==> src/rtl/riscv_ctrl_pkg.sv <==
// Shared constants and types for the multi-cycle RISC-V control unit.
// Opcodes, FSM states, ALU/operand encodings and the strobe bundle.
package riscv_ctrl_pkg;

  localparam logic [6:0] OP     = 7'b0110011;
  localparam logic [6:0] OP_IMM = 7'b0010011;
  localparam logic [6:0] AUIPC  = 7'b0010111;
  localparam logic [6:0] LOAD   = 7'b0000011;
  localparam logic [6:0] STORE  = 7'b0100011;
  localparam logic [6:0] BRANCH = 7'b1100011;

  typedef enum logic [3:0] {
    S_FETCH      = 4'd0,
    S_DECODE     = 4'd1,
    S_EXEC_R     = 4'd2,
    S_EXEC_I     = 4'd3,
    S_EXEC_AUIPC = 4'd4,
    S_MEM_ADDR   = 4'd5,
    S_MEM_RD     = 4'd6,
    S_MEM_WR     = 4'd7,
    S_LOAD_WB    = 4'd8,
    S_ALU_WB     = 4'd9,
    S_BRANCH     = 4'd10,
    S_TRAP       = 4'd11
  } state_e;

  localparam logic [1:0] ALU_ADD   = 2'b00;
  localparam logic [1:0] ALU_SUB   = 2'b01;
  localparam logic [1:0] ALU_FUNCT = 2'b10;

  localparam logic [1:0] SRC2_REG  = 2'b00;
  localparam logic [1:0] SRC2_FOUR = 2'b01;
  localparam logic [1:0] SRC2_IMM  = 2'b10;

  typedef struct packed {
    logic       pc_write;
    logic       pc_write_cond;
    logic       pc_source;
    logic       ir_write;
    logic       i_or_d;
    logic       mem_read;
    logic       mem_write;
    logic       mem_to_reg;
    logic [1:0] alu_op;
    logic       alu_src_1;
    logic [1:0] alu_src_2;
    logic       reg_write;
    logic       instr_retired;
  } ctrl_t;

endpackage

==> src/rtl/multicycle_control_unit_if.sv <==
// Shared instruction/data memory request port.
// The control unit is the master; memory answers with mem_ready.
interface multicycle_control_unit_if;

  logic mem_read;
  logic mem_write;
  logic i_or_d;
  logic mem_ready;

  modport master (
    output mem_read,
    output mem_write,
    output i_or_d,
    input  mem_ready
  );

  modport slave (
    input  mem_read,
    input  mem_write,
    input  i_or_d,
    output mem_ready
  );

endinterface

==> src/rtl/multicycle_control_unit_mem_wait_timer.sv <==
// Counts consecutive stalled memory cycles.
// expired flags the cycle in which the stall reaches the limit.
module mem_wait_timer #(
  parameter int TIMEOUT_CYCLES = 16
) (
  input  logic clk,
  input  logic reset,
  input  logic waiting,
  input  logic clear,
  output logic expired
);

  localparam int LIMIT =
    (TIMEOUT_CYCLES > 0) ? TIMEOUT_CYCLES - 1 : 0;
  localparam int CW =
    (TIMEOUT_CYCLES > 1) ? $clog2(TIMEOUT_CYCLES) : 1;

  logic [CW-1:0] cnt_q, cnt_d;

  // cnt_q holds stalls already seen; the current one makes cnt_q+1
  always_comb begin
    cnt_d = cnt_q;
    if (clear || !waiting) begin
      cnt_d = '0;
    end else if (cnt_q != CW'(LIMIT)) begin
      cnt_d = cnt_q + CW'(1);
    end
  end

  always_ff @(posedge clk) begin
    if (reset) begin
      cnt_q <= '0;
    end else begin
      cnt_q <= cnt_d;
    end
  end

  assign expired = (TIMEOUT_CYCLES > 0) && waiting
                && (cnt_q == CW'(LIMIT));

endmodule

==> src/rtl/multicycle_control_unit.sv <==
// Multi-cycle RISC-V control FSM with memory stall handling,
// illegal-opcode and bus-timeout traps and a retired-instruction counter.
module multicycle_control_unit
  import riscv_ctrl_pkg::*;
#(
  parameter int DATA_WIDTH     = 32,
  parameter int TIMEOUT_CYCLES = 16,
  parameter int STATE_WIDTH    = 4
) (
  input  logic                   clk,
  input  logic                   reset,
  input  logic [6:0]             opcode,
  multicycle_control_unit_if.master mem,
  output logic                   pc_write,
  output logic                   pc_write_cond,
  output logic                   pc_source,
  output logic                   ir_write,
  output logic                   mem_to_reg,
  output logic [1:0]             alu_op,
  output logic                   alu_src_1,
  output logic [1:0]             alu_src_2,
  output logic                   reg_write,
  output logic                   instr_retired,
  output logic [DATA_WIDTH-1:0]  instret,
  output logic                   illegal_instr,
  output logic                   bus_error,
  output logic [STATE_WIDTH-1:0] state
);

  state_e                state_q, state_d;
  logic                  is_store_q, is_store_d;
  logic [DATA_WIDTH-1:0] instret_q, instret_d;
  logic                  illegal_q, illegal_d;
  logic                  bus_err_q, bus_err_d;
  ctrl_t                 ctrl;
  logic                  waiting;
  logic                  expired;

  assign waiting = !mem.mem_ready
    && (state_q inside {S_FETCH, S_MEM_RD, S_MEM_WR});

  mem_wait_timer #(
    .TIMEOUT_CYCLES(TIMEOUT_CYCLES)
  ) u_timer (
    .clk    (clk),
    .reset  (reset),
    .waiting(waiting),
    .clear  (state_d != state_q),
    .expired(expired)
  );

  always_ff @(posedge clk) begin
    if (reset) begin
      state_q    <= S_FETCH;
      is_store_q <= 1'b0;
      instret_q  <= '0;
      illegal_q  <= 1'b0;
      bus_err_q  <= 1'b0;
    end else begin
      state_q    <= state_d;
      is_store_q <= is_store_d;
      instret_q  <= instret_d;
      illegal_q  <= illegal_d;
      bus_err_q  <= bus_err_d;
    end
  end

  always_comb begin
    state_d    = state_q;
    is_store_d = is_store_q;
    illegal_d  = illegal_q;
    bus_err_d  = bus_err_q;
    unique case (state_q)
      S_FETCH: begin
        if (mem.mem_ready) begin
          state_d = S_DECODE;
        end else if (expired) begin
          state_d   = S_TRAP;
          bus_err_d = 1'b1;
        end
      end
      S_DECODE: begin
        is_store_d = (opcode == STORE);
        unique case (1'b1)
          (opcode == OP):     state_d = S_EXEC_R;
          (opcode == OP_IMM): state_d = S_EXEC_I;
          (opcode == AUIPC):  state_d = S_EXEC_AUIPC;
          (opcode == LOAD),
          (opcode == STORE):  state_d = S_MEM_ADDR;
          (opcode == BRANCH): state_d = S_BRANCH;
          default: begin
            state_d   = S_TRAP;
            illegal_d = 1'b1;
          end
        endcase
      end
      S_EXEC_R,
      S_EXEC_I,
      S_EXEC_AUIPC: state_d = S_ALU_WB;
      S_MEM_ADDR: begin
        state_d = is_store_q ? S_MEM_WR : S_MEM_RD;
      end
      S_MEM_RD: begin
        if (mem.mem_ready) begin
          state_d = S_LOAD_WB;
        end else if (expired) begin
          state_d   = S_TRAP;
          bus_err_d = 1'b1;
        end
      end
      S_MEM_WR: begin
        if (mem.mem_ready) begin
          state_d = S_FETCH;
        end else if (expired) begin
          state_d   = S_TRAP;
          bus_err_d = 1'b1;
        end
      end
      S_LOAD_WB,
      S_ALU_WB,
      S_BRANCH: state_d = S_FETCH;
      S_TRAP:   state_d = S_TRAP;
      default:  state_d = S_FETCH;
    endcase
  end

  always_comb begin
    ctrl = '0;
    unique case (state_q)
      S_FETCH: begin
        ctrl.mem_read  = 1'b1;
        ctrl.alu_src_1 = 1'b1;
        ctrl.alu_src_2 = SRC2_FOUR;
        ctrl.ir_write  = mem.mem_ready;
        ctrl.pc_write  = mem.mem_ready;
      end
      S_DECODE: begin
        ctrl.alu_src_1 = 1'b1;
        ctrl.alu_src_2 = SRC2_IMM;
      end
      S_EXEC_R: begin
        ctrl.alu_src_2 = SRC2_REG;
        ctrl.alu_op    = ALU_FUNCT;
      end
      S_EXEC_I: begin
        ctrl.alu_src_2 = SRC2_IMM;
        ctrl.alu_op    = ALU_FUNCT;
      end
      S_EXEC_AUIPC: begin
        ctrl.alu_src_1 = 1'b1;
        ctrl.alu_src_2 = SRC2_IMM;
      end
      S_MEM_ADDR: ctrl.alu_src_2 = SRC2_IMM;
      S_MEM_RD: begin
        ctrl.mem_read = 1'b1;
        ctrl.i_or_d   = 1'b1;
      end
      S_MEM_WR: begin
        ctrl.mem_write     = 1'b1;
        ctrl.i_or_d        = 1'b1;
        ctrl.instr_retired = mem.mem_ready;
      end
      S_LOAD_WB: begin
        ctrl.reg_write     = 1'b1;
        ctrl.mem_to_reg    = 1'b1;
        ctrl.instr_retired = 1'b1;
      end
      S_ALU_WB: begin
        ctrl.reg_write     = 1'b1;
        ctrl.instr_retired = 1'b1;
      end
      S_BRANCH: begin
        ctrl.alu_op        = ALU_SUB;
        ctrl.alu_src_2     = SRC2_REG;
        ctrl.pc_write_cond = 1'b1;
        ctrl.pc_source     = 1'b1;
        ctrl.instr_retired = 1'b1;
      end
      default: ctrl = '0;
    endcase
    // strobes must not reach the datapath while reset is held
    if (reset) begin
      ctrl = '0;
    end
  end

  assign instret_d =
    instret_q + DATA_WIDTH'(ctrl.instr_retired);

  assign pc_write      = ctrl.pc_write;
  assign pc_write_cond = ctrl.pc_write_cond;
  assign pc_source     = ctrl.pc_source;
  assign ir_write      = ctrl.ir_write;
  assign mem.i_or_d    = ctrl.i_or_d;
  assign mem.mem_read  = ctrl.mem_read;
  assign mem.mem_write = ctrl.mem_write;
  assign mem_to_reg    = ctrl.mem_to_reg;
  assign alu_op        = ctrl.alu_op;
  assign alu_src_1     = ctrl.alu_src_1;
  assign alu_src_2     = ctrl.alu_src_2;
  assign reg_write     = ctrl.reg_write;
  assign instr_retired = ctrl.instr_retired;
  assign instret       = instret_q;
  assign illegal_instr = illegal_q;
  assign bus_error     = bus_err_q;
  assign state         = STATE_WIDTH'(state_q);

endmodule

==> src/flat_wrapper.sv <==
// flat-port wrapper written by rule: the top's interface ports become plain ports
module multicycle_control_unit_flat import riscv_ctrl_pkg::*;
#(
  parameter int DATA_WIDTH     = 32,
  parameter int TIMEOUT_CYCLES = 16,
  parameter int STATE_WIDTH    = 4
)
  (clk, reset, opcode, pc_write, pc_write_cond, pc_source, ir_write, mem_to_reg, alu_op, alu_src_1, alu_src_2, reg_write, instr_retired, instret, illegal_instr, bus_error, state, mem_mem_read, mem_mem_write, mem_i_or_d, mem_mem_ready);
  multicycle_control_unit_if mem_i ();
  input  logic clk;
  input  logic reset;
  input  logic [6:0] opcode;
  output logic pc_write;
  output logic pc_write_cond;
  output logic pc_source;
  output logic ir_write;
  output logic mem_to_reg;
  output logic [1:0] alu_op;
  output logic alu_src_1;
  output logic [1:0] alu_src_2;
  output logic reg_write;
  output logic instr_retired;
  output logic [DATA_WIDTH-1:0] instret;
  output logic illegal_instr;
  output logic bus_error;
  output logic [STATE_WIDTH-1:0] state;
  output wire logic [$bits(mem_i.mem_read)-1:0] mem_mem_read;
  output wire logic [$bits(mem_i.mem_write)-1:0] mem_mem_write;
  output wire logic [$bits(mem_i.i_or_d)-1:0] mem_i_or_d;
  input wire logic [$bits(mem_i.mem_ready)-1:0] mem_mem_ready;
  assign mem_mem_read = mem_i.mem_read;
  assign mem_mem_write = mem_i.mem_write;
  assign mem_i_or_d = mem_i.i_or_d;
  assign mem_i.mem_ready = mem_mem_ready;
  multicycle_control_unit #(.DATA_WIDTH(DATA_WIDTH), .TIMEOUT_CYCLES(TIMEOUT_CYCLES), .STATE_WIDTH(STATE_WIDTH)) u_core (.clk(clk), .reset(reset), .opcode(opcode), .mem(mem_i), .pc_write(pc_write), .pc_write_cond(pc_write_cond), .pc_source(pc_source), .ir_write(ir_write), .mem_to_reg(mem_to_reg), .alu_op(alu_op), .alu_src_1(alu_src_1), .alu_src_2(alu_src_2), .reg_write(reg_write), .instr_retired(instr_retired), .instret(instret), .illegal_instr(illegal_instr), .bus_error(bus_error), .state(state));
endmodule
==> config.mk <==
export PLATFORM = sky130hd
export DESIGN_NAME = multicycle_control_unit_flat
export DESIGN_NICKNAME = d
export VERILOG_FILES = /design/src/rtl/riscv_ctrl_pkg.sv /design/src/rtl/multicycle_control_unit_if.sv /design/src/rtl/multicycle_control_unit_mem_wait_timer.sv /design/src/rtl/multicycle_control_unit.sv /design/src/flat_wrapper.sv
export SDC_FILE = /design/constraint.sdc
export NUM_CORES = 1
export LEC_CHECK = 0
export ABC_AREA = 1
export BUFFER_PORTS_ARGS = -buffer_cell sky130_fd_sc_hd__clkbuf_2
export CAP_MARGIN = 30
export CORE_UTILIZATION = 35
export DETAILED_ROUTE_END_ITERATION = 8
export GPL_TIMING_DRIVEN = 0
export HOLD_SLACK_MARGIN = 0.1
export PLACE_DENSITY_LB_ADDON = 0.05
export SLEW_MARGIN = 20
export SYNTH_ARGS = -nofsm -noshare
export SYNTH_HDL_FRONTEND = slang
export SYNTH_SLANG_ARGS = --single-unit
==> constraint.sdc <==
create_clock -name clk -period 2.1 [get_ports clk]
set_input_delay 0.105 -clock clk [delete_from_list [all_inputs] [get_ports clk]]
set_output_delay 0.105 -clock clk [all_outputs]
set_load 0.05 [all_outputs]
==> results.md <==
Floorplanning:
- The core region is 6790 um^2.
- The die boundary width is 85.8 um.
- The count of standard-cell rows is 30.
- The number of top-level pins is 63.
- In this run the vertical extent of the chip is 85.8 um.
- The floorplan die area is 7370 um^2.
- The initial core utilization is 0.362.

Timing:
- The hold violation total from the final report is 0.
- The max-slew violation total from the final report is 0.
- Setup repair after global routing could not meet its margin everywhere.
- After layout, the worst setup slack is 23.3 ps.
- Subtracting the final worst setup slack from the clock period gives 2080 ps.
- The portion of the clock cycle consumed by the worst path in the final layout is 0.989.
- The relative max-transition margin is 0.579.
- The clock tree skew after final layout is 6.82 ps.
- Setup total negative slack on the finished layout was measured at 0 ps.
- At the pin with the least slew margin, the transition time is 632 ps.
- The number of setup violations in the final report is 0.
- The achievable frequency is 482 MHz.

Synthesis:
- The share of synthesized registers carrying an async set or reset is 0.
- The post-synthesis cell type count is 31.
- The most repeated cell in the gate-level netlist after synthesis is sky130_fd_sc_hd__nand2_1.
- The average cell area after synthesis is 6.36 um^2.
- The share of the Yosys chip area taken by registers is 0.350.
- The number of nets handed over by synthesis was 400.
- Yosys attributes the largest share of cell area to sky130_fd_sc_hd__dfxtp_1 (35%), sky130_fd_sc_hd__nand2_1 (16%), sky130_fd_sc_hd__nor2_1 (11%).
- In this run, synthesis inferred 0 flip-flops with an integrated enable.
- Among all flip-flop cells after synthesis, the most frequent one is sky130_fd_sc_hd__dfxtp_1.
- Synthesis inferred 43 register bits.
- Sorting the synthesized cells by how often they occur yields sky130_fd_sc_hd__nand2_1 (103), sky130_fd_sc_hd__nor2_1 (71), sky130_fd_sc_hd__dfxtp_1 (43).
- The gate count of the mapped netlist is 387.
- In this run the cell area of the synthesized design comes to 2460 um^2.
- The share of the synthesized area in the top cell type is 0.350.
- The library cell with the largest summed area after synthesis is sky130_fd_sc_hd__dfxtp_1.
- For this run, the number of Yosys warnings is 0.

Worst setup path:
- The sort of element at the start of the critical path is a register.
- The startpoint of the most critical register-to-register path is u_core.state[0]$_SDFF_PP0_.
- Across all register-to-register paths, the minimum setup slack is 20 ps.
- STA classifies the critical path endpoint as a register.
- The critical register-to-register path endpoint is u_core.instret[30]$_SDFF_PP0_.
- Tracing the worst setup path back leads to its startpoint at u_core.state[0]$_SDFF_PP0_.
- The startpoint-to-endpoint class of the critical path is register to register.
- The worst path arrival time is 2310 ps.
- The number of cells traversed by the worst register-to-register path is 14.
- The data required time of the critical path is 2340 ps.
- In this run the worst setup path terminates at u_core.instret[30]$_SDFF_PP0_.
- In this run the worst path has a maximum fanout of 8.

Power and ir drop:
- The ratio of total power to cell area is 757 nW/um^2.
- The share of total power dissipated in the clock network is 0.219.
- Of the total power, the share spent switching nets is 0.446.
- The post-layout total power is 2.48 mW.
- The register share of total power is 0.382.
- The share of total power in combinational logic is 0.399.
- The leakage power figure is 1.32 nW.
- The internal portion of the total power is 1.37 mW.
- The switching power is 1.11 mW.
- The worst voltage drop across the vdd grid is 572 uV.

Drt:
- For this block, the routed nets add up to 6910 um of wire.
- The number of DRC violations after detailed routing is 0.
- The remaining number of nets flagged by the antenna check after routing is 0.
- Dividing the detail-routed wire length by the instance count gives 12.1 um.
- The first routing iteration left 101 violations.
- Using the TritonRoute via totals, the vias-per-cell ratio works out to 4.65.
- The overall via count from detail_route is 2659.
- The number of optimization iterations in the first detailed-route pass is 4.

Global routing:
- The via count of the first global-routing pass came to 2384.
- The largest net degree at the start of global routing is 15.
- The wire length of the first global-routing pass is 11200 um.
- For this run, the total global-route usage over all layers was measured as 0.196.
- The global-route congestion overflow total is 0.
- The initial antenna violation count came to 0.

Clock network:
- Clock tree synthesis selected as its root buffer the cell sky130_fd_sc_hd__clkbuf_8.
- The number of sinks handled by clock tree synthesis is 43.
- The H-tree depth is 2.
- The CTS clock-pin slew for the worst setup and hold paths is 90 ps.
- The maximum buffer depth of the clock tree is 2.
- The total CTS buffers is 5.
- The clock tree from TritonCTS is done.
- For the worst-skew pair, the clock arrives at the later sink with an insertion delay of 300 ps.

Flow run:
- The number of maximum-capacitance violations is 0.

Placed design:
- Routability-driven placement finished with a final weighted congestion of 0.885.
- Before CTS, the worst setup slack after placement is -322 ps.
- The count of input and output buffers is 61.
- Detailed placement finished with a half-perimeter wire length of 5250 um.

Layout:
- The final layout net count is 488.
- Of the cells placed in the final design, the portion with a size suffix greater than 1 is 0.288.
- The area growth from synthesis to layout is 33.2%.
- The repair_antennas step left the layout with diodes totalling 0.
- The final standard cell utilization of the core is 0.482.

Status:
- The run finished with clean final reports.

Worst hold path:
- The class of the worst hold path is primary input to register.
cells by family after synthesis:
group	count (synthesis)	synth area share
AOI/OAI and AO/OA	49	0.107
muxes	1	0.00407
and+or+nand+nor	237	0.428
DFF	43	0.350
adders and majority gates	3	0.0153
xor gates and xnor gates	4	0.0142
buffers and inverters	50	0.0814
sequential cells by signal, summed over array words and instances (netlist names):
signal / cells
u_core.bus_error: 1
u_core.illegal_instr: 1
u_core.instret: 32
u_core.state: 4
u_core.u_timer.cnt_q: 4
u_core.is_store_q: 1
worst min path at each step:
stage / endpoint / cells past startpoint / start
5_1_grt: u_core.is_store_q$_SDFFE_PP0P_ / 4 / opcode[6]
4_1_cts: u_core.is_store_q$_SDFFE_PP0P_ / 4 / opcode[6]
2_1_floorplan: u_core.is_store_q$_SDFFE_PP0P_ / 2 / opcode[5]
3_5_place_dp: u_core.is_store_q$_SDFFE_PP0P_ / 3 / opcode[5]
6_report: u_core.is_store_q$_SDFFE_PP0P_ / 4 / opcode[6]
3_3_place_gp: u_core.is_store_q$_SDFFE_PP0P_ / 3 / opcode[5]
per-stage QoR:
step           std cells  hold WS, ps  cell area (um^2)
2_1_floorplan        387          268              2560
3_3_place_gp         544          409              2990
3_5_place_dp         544          419              2990
4_1_cts              564          141              3190
5_1_grt              572          185              3280
6_report             572          144              3280
layout by cell type, fill, tap and decap left out, drive strengths merged:
cell type	n
nand2	107
nor3	12
o211ai	2
o21a	4
dfxtp	43
a21oi	31
or2	10
nand3b	1
nand3	15
nor3b	2
xnor2	1
clkbuf	70
a31oi	1
ha	3
nand4	6
clkinvlp	2
mux2i	1
clkinv	1
o31ai	1
nor2	82
nor4	2
dlygate4sd3	1
inv	41
xor2	3
buf	24
o21ai	10
metal layers:
layer,vias to the layer above,share of wire,track usage
met5,-,0,0
met4,0,0.025,0.0727
met3,12,0.041,0.0337
met2,63,0.49,0.341
met1,1180,0.45,0.243
li1,1404,-,-
final cells by class:
| class | count | area, um^2 |
|---|---|---|
| fillers | 749 | 3520 |
| multi-input cells | 294 | 1530 |
| flip-flops and latches | 43 | 876 |
| repair buffers | 82 | 465 |
| inverters | 41 | 156 |
| well taps | 96 | 120 |
| clock buffers | 5 | 68.8 |
| plain buffers | 8 | 41.3 |
| clock inverters | 3 | 20.0 |
what timing repair did:
item / CTS / global route
hold endpoints to repair: 1 / 0
pin swaps: 8 / 7
setup endpoints to repair: 13 / 14
hold buffers: 1 / 0
buffers inserted: 12 / 8
resized for setup: 7 / 8
worst max-delay path: stages (launching register included):
cell and delay [ps]:
sky130_fd_sc_hd__dfxtp_4 420, sky130_fd_sc_hd__nand2_4 90, sky130_fd_sc_hd__a21oi_2 150, sky130_fd_sc_hd__o21a_4 160, sky130_fd_sc_hd__ha_4 150, sky130_fd_sc_hd__ha_4 140, sky130_fd_sc_hd__nand2_4 60, sky130_fd_sc_hd__nor2_4 120
sky130_fd_sc_hd__inv_2 70, sky130_fd_sc_hd__nor2_4 110, sky130_fd_sc_hd__inv_2 60, sky130_fd_sc_hd__nor2_4 90, sky130_fd_sc_hd__nand2_2 80, sky130_fd_sc_hd__or2_0 200, sky130_fd_sc_hd__a21oi_1 110
power by group through the flow:
stage	registers (mW)	logic (mW)	clock network [mW]
5_1_grt	0.955	1.07	0.603
4_1_cts	0.947	0.991	0.561
2_1_floorplan	1.09	0.630	0
3_3_place_gp	0.967	0.953	0
3_5_place_dp	0.970	0.953	0
6_report	0.947	0.991	0.542
Power figures use the tool's default switching activity.
